==> config.mk <==
export PLATFORM = sky130hd
export DESIGN_NAME = leaky_relu_pipe
export DESIGN_NICKNAME = d
export VERILOG_FILES = /design/src/rtl/leaky_relu_pipe.sv
export SDC_FILE = /design/constraint.sdc
export NUM_CORES = 2
export LEC_CHECK = 0
export ABC_AREA = 1
export ABC_CLOCK_PERIOD_IN_PS = 11300
export CORE_UTILIZATION = 40
export DETAILED_ROUTE_END_ITERATION = 7
export GPL_TIMING_DRIVEN = 0
export HOLD_SLACK_MARGIN = 0.06
export PLACE_DENSITY = 0.65
export SKIP_CTS_REPAIR_TIMING = 1
export SLEW_MARGIN = 20
export SYNTH_ARGS = -nofsm -noshare
export SYNTH_HDL_FRONTEND = slang
export SYNTH_SLANG_ARGS = --single-unit
==> constraint.sdc <==
create_clock -name clk -period 11.3 [get_ports clk]
set_input_delay 1.13 -clock clk [delete_from_list [all_inputs] [get_ports clk]]
set_output_delay 1.13 -clock clk [all_outputs]
set_load 0.005 [all_outputs]
==> src/rtl/leaky_relu_pipe.sv <==
// Multi-lane two-stage activation pipeline: pass / relu / leaky / leaky-derivative
// on LANES signed Q(FRAC) elements per beat, with valid/ready on both sides.
module leaky_relu_pipe #(
  parameter int LANES = 4,
  parameter int WIDTH = 16,
  parameter int FRAC  = 8
) (
  input  logic                   clk,
  input  logic                   rst,
  input  logic                   in_valid,
  output logic                   in_ready,
  input  logic [LANES*WIDTH-1:0] in_data,
  input  logic [1:0]             mode,
  input  logic [WIDTH-1:0]       leak_factor,
  output logic                   out_valid,
  input  logic                   out_ready,
  output logic [LANES*WIDTH-1:0] out_data,
  output logic [LANES-1:0]       out_sat
);

  typedef enum logic [1:0] {
    MODE_PASS  = 2'b00,
    MODE_RELU  = 2'b01,
    MODE_LEAKY = 2'b10,
    MODE_DERIV = 2'b11
  } mode_e;

  // One extra bit over the full product keeps the rounding add from wrapping.
  localparam int PW     = 2*WIDTH + 1;
  localparam int RND_SH = (FRAC > 0) ? FRAC - 1 : 0;
  localparam logic signed [PW-1:0] RND_W = (FRAC > 0) ? (PW'(1) << RND_SH) : '0;
  localparam logic signed [PW-1:0] ONE_W = PW'(1) << FRAC;
  localparam logic signed [PW-1:0] MAX_W = {{(WIDTH+2){1'b0}}, {(WIDTH-1){1'b1}}};
  localparam logic signed [PW-1:0] MIN_W = {{(WIDTH+2){1'b1}}, {(WIDTH-1){1'b0}}};

  // Returns {sat_flag, value} clamped into the signed WIDTH range.
  function automatic logic [WIDTH:0] sat_fn(input logic signed [PW-1:0] v);
    logic [WIDTH:0] y;
    if (v > MAX_W)
      y = {1'b1, MAX_W[WIDTH-1:0]};
    else if (v < MIN_W)
      y = {1'b1, MIN_W[WIDTH-1:0]};
    else
      y = {1'b0, v[WIDTH-1:0]};
    return y;
  endfunction

  function automatic logic [WIDTH:0] lane_fn(
    input logic signed [WIDTH-1:0] x,
    input mode_e                   m,
    input logic signed [WIDTH-1:0] lk
  );
    logic signed [PW-1:0] xe;
    logic signed [PW-1:0] le;
    logic signed [PW-1:0] scaled;
    logic                 pos;
    logic [WIDTH:0]       y;
    xe     = {{(PW-WIDTH){x[WIDTH-1]}}, x};
    le     = {{(PW-WIDTH){lk[WIDTH-1]}}, lk};
    pos    = !x[WIDTH-1] && (x != '0);
    scaled = (xe * le + RND_W) >>> FRAC;
    y      = '0;
    case (m)
      MODE_PASS:  y = {1'b0, x};
      MODE_RELU:  y = pos ? {1'b0, x} : '0;
      MODE_LEAKY: y = pos ? {1'b0, x} : sat_fn(scaled);
      MODE_DERIV: y = sat_fn(pos ? ONE_W : le);
      default:    y = '0;
    endcase
    return y;
  endfunction

  logic                   s1_valid;
  logic [LANES*WIDTH-1:0] s1_data;
  mode_e                  s1_mode;
  logic [WIDTH-1:0]       s1_leak;

  logic                   s2_valid;
  logic [LANES*WIDTH-1:0] s2_data;
  logic [LANES-1:0]       s2_sat;

  logic                   s1_adv;
  logic                   s2_adv;
  logic [LANES*WIDTH-1:0] res_data;
  logic [LANES-1:0]       res_sat;

  assign s2_adv   = !s2_valid || out_ready;
  assign s1_adv   = !s1_valid || s2_adv;
  assign in_ready = rst && s1_adv;

  always_ff @(posedge clk) begin
    if (!rst) begin
      s1_valid <= 1'b0;
      s1_data  <= '0;
      s1_mode  <= MODE_PASS;
      s1_leak  <= '0;
    end else if (s1_adv) begin
      s1_valid <= in_valid;
      if (in_valid) begin
        s1_data <= in_data;
        s1_mode <= mode_e'(mode);
        s1_leak <= leak_factor;
      end
    end
  end

  for (genvar g = 0; g < LANES; g++) begin : g_lane
    logic [WIDTH:0] r;
    assign r                          = lane_fn(s1_data[g*WIDTH +: WIDTH], s1_mode, s1_leak);
    assign res_data[g*WIDTH +: WIDTH] = r[WIDTH-1:0];
    assign res_sat[g]                 = r[WIDTH];
  end

  // S2 only reloads when it drains, so a stalled output stays frozen.
  always_ff @(posedge clk) begin
    if (!rst) begin
      s2_valid <= 1'b0;
      s2_data  <= '0;
      s2_sat   <= '0;
    end else if (s2_adv) begin
      s2_valid <= s1_valid;
      if (s1_valid) begin
        s2_data <= res_data;
        s2_sat  <= res_sat;
      end
    end
  end

  assign out_valid = s2_valid;
  assign out_data  = s2_data;
  assign out_sat   = s2_sat;

endmodule

==> out/metrics.yaml <==
p_clk_share_pct: 7.4
cp.arrival_ns: 9.66
crit_required_ns: 11.66
ys_seq_area_share_pct: 5.87
cts_max_path_buffers: 2
use_met3_pct: 11.8
syn_to_final_growth_pct: 8.89
via_count: 47250
p_sw_w: 0.00551
setup_violations: 0
cts_tree: "done"
mostFrequentLayoutCell: "inv_1"
met1_usage_pct: 41.4
min_path_type: "reg -> reg"
ys_ff_latch: 152
tns_ns: 0
syn_inst: 7277
nets: 8923
grt_pass1_vias: 47495
die_w_um: 362
irDropWorstVdd_uv: 198
netlist-cell-type-count: 52
skew_ns: 0.0243
place_hpwl_mm: 173
clkTransAtPathRegs_ns: 0.08
dieArea_um2: 131000
switching_share_pct: 62.0
initial_utilization_pct: 40.5
fmax_ghz: 0.108
crit_path_end_kind: "flop"
firstDrtPassIters: 8
hold_violations: 0
grt_pass1_wl_mm: 305
crit_slowest_cell: "clkbuf_1"
setup_ws_ns: 2.01
synth_edf_count: 0
critPathBufInv: 8
drv_cap: 0
clock-sinks: 152
gp_congestion: 1.12
seq_power_share_pct: 6.8
cts_buffers: 17
io_buffers: 154
layout_common_cells: "inv_1, nand2_1, fa_1"
antenna_found_initial: 10
grt.total_usage_pct: 32.1
core_um2: 128000
gr-total-overflow: 0
yosys_warnings: 0
busiest_layer: "met2"
die_h_um: 362
worst_slew_pin_slew_ns: 1.34
post-place-ws_ns: 2.14
ant_nets: 0
period_minus_slack_ns: 9.29
wl_mm: 207
viasPerCell: 5.13
slew_viol_final: 0
clock_latency_ns: 0.52
htreeDepth: 4
leakage_nw: 32.5
synth_area_um2: 51800
route.detailed.drc: 0
wl_per_cell_um: 22.4
syn-mean-instance-area_um2: 7.12
root_buffer: "clkbuf_16"
finalCritPeriodShare_pct: 82.2
p_comb_share_pct: 85.8
grt_max_degree: 21
power_density_nw_per_um2: 158
slowest_delay_ns: 0.96
drive_gt1_share_pct: 2.20
internal-power_w: 0.00338
syn_nets: 8743
slew_headroom_pct: 10.6
status: "finished, final reports clean"
io_pins: 156
rsz0062_at_grt: "false"
use_met2_pct: 47.1
cp_top_family: "adder cells"
ys.flop_type: "dfxtp_1"
path_max_fanout: 10
async_flop_share_pct: 0
path_class: "reg -> reg"
worst_setup_path_start_kind: "flop"
drt_iter0_markers: 5351
path_common_cell: "nand2_1"
num_rows: 131
## power by group through the flow
stage / combinational, W / sequential, W / clock, W
2_1_floorplan: 0.00517 / 0.000599 / 0
3_3_place_gp: 0.00747 / 0.000613 / 0
3_5_place_dp: 0.00753 / 0.000614 / 0
4_1_cts: 0.00758 / 0.000601 / 0.000648
5_1_grt: 0.00851 / 0.000606 / 0.000671
6_report: 0.00763 / 0.000605 / 0.000658
## routing by layer
metal / vias up / wire [um] / share of wire (%)
li1: 20988 / - / -
met5: - / 208 / 0.10
met4: 8 / 12200 / 5.9
met2: 2735 / 86000 / 42
met3: 491 / 28700 / 14
met1: 23028 / 79600 / 38
## final timing paths
| path | from | endpoint | slack, ns | cells past startpoint |
|---|---|---|---|---|
| worst max-delay path | s1_leak[9]$_SDFFE_PN0P_ | out_data[49]$_SDFFE_PN0P_ | 2.01 | 29 |
| worst min-delay path | out_data[58]$_SDFFE_PN0P_ | out_data[58]$_SDFFE_PN0P_ | 0.47 | 2 |
| worst max register to register | s1_leak[9]$_SDFFE_PN0P_ | out_data[49]$_SDFFE_PN0P_ | 2.01 | 29 |
| worst min register to register | out_data[58]$_SDFFE_PN0P_ | out_data[58]$_SDFFE_PN0P_ | 0.47 | 2 |
## kinds of logic (layout without fill, tap and decap cells)
logic type	count (synthesis)	in the layout	share of synthesized area, %
compound gates	543	543	5.62
simple gates	2611	2611	19.7
flops	152	152	5.87
other cells	0	15	0
buf+inv	2495	2688	18.4
xor+xnor	96	96	1.64
fa+ha+maj	1380	1380	48.8
## worst register-to-register path, delay by kind of cell, from the launching register on
kind | cells | cell delay (ns)
simple gates | 8 | 1.05
buf+inv | 8 | 2.40
compound gates | 5 | 1.12
fa+ha+maj | 7 | 3.52
flops | 1 | 0.37
xor+xnor | 1 | 0.71
## registers in the layout, summed over array words and instances, names as in the netlist
| name | cells |
|---|---|
| out_sat | 4 |
| s1_leak | 16 |
| out_data | 64 |
| s1_valid | 1 |
| s1_data | 64 |
| s1_mode | 2 |
| out_valid | 1 |
## Yosys cell counts, types with 2 or more instances
cell           instances  area [um^2]
o221ai_1               2         17.5
xor2_1                52          455
o311ai_0               2         17.5
nor4_1                14         87.6
nor2_2                 6         37.5
buf_6                  5         56.3
dfxtp_1              152         3040
and3_1                 8         50.1
nand2_4                3         33.8
nand3_2                2         20.0
nand2_1             2081         7810
buf_1                 53          199
and2_1                 9         56.3
inv_2                  6         22.5
or2_2                  2         12.5
nand2_2               24          150
o211ai_1              13         97.6
nand4_1               18          113
a311oi_1              12          105
o32ai_1                2         17.5
nand3_1               94          470
o21ai_1               30          150
xnor2_1               43          377
nor2_1               315         1180
a21o_1                 2         15.0
fa_1                1068        21400
buf_4                 17          128
nand3b_1               7         52.6
inv_1               2155         8090
o22ai_1               21          131
a21oi_1              294         1470
clkinv_1               4         15.0
o21a_1                 2         15.0
a21oi_2                2         17.5
clkbuf_1             234          878
dlygate4sd1_1          6         52.6
buf_2                 14         70.1
a31oi_1                6         37.5
ha_1                 312         3900
o21bai_1               9         67.6
nor3_1                25          125
o21ai_0              141          706
## area by class of cell
cell class | instances | area (um^2)
Clock inverter | 15 | 214
Inverter | 2165 | 8130
Multi-Input combinational cell | 4630 | 39300
Sequential cell | 152 | 3040
Buffer | 330 | 1440
Tap cell | 1729 | 2160
Timing Repair Buffer | 161 | 1720
Antenna cell | 15 | 37.5
Fill cell | 13289 | 71600
Clock buffer | 17 | 425
## metrics by stage
step	area (um^2)	hold WS, ns	power, W	instances	utilization, %
floorplan	51800	0.462	0.00577	7277	-
finish	56400	0.473	0.00889	9214	44.1
global route	56400	0.495	0.00978	9200	44.1
CTS	56400	0.475	0.00883	9198	44.0
detailed placement	55700	0.460	0.00815	9166	43.5
global placement	55500	0.458	0.00808	9160	43.4
Note: power is estimated with default switching activity, not from simulation.
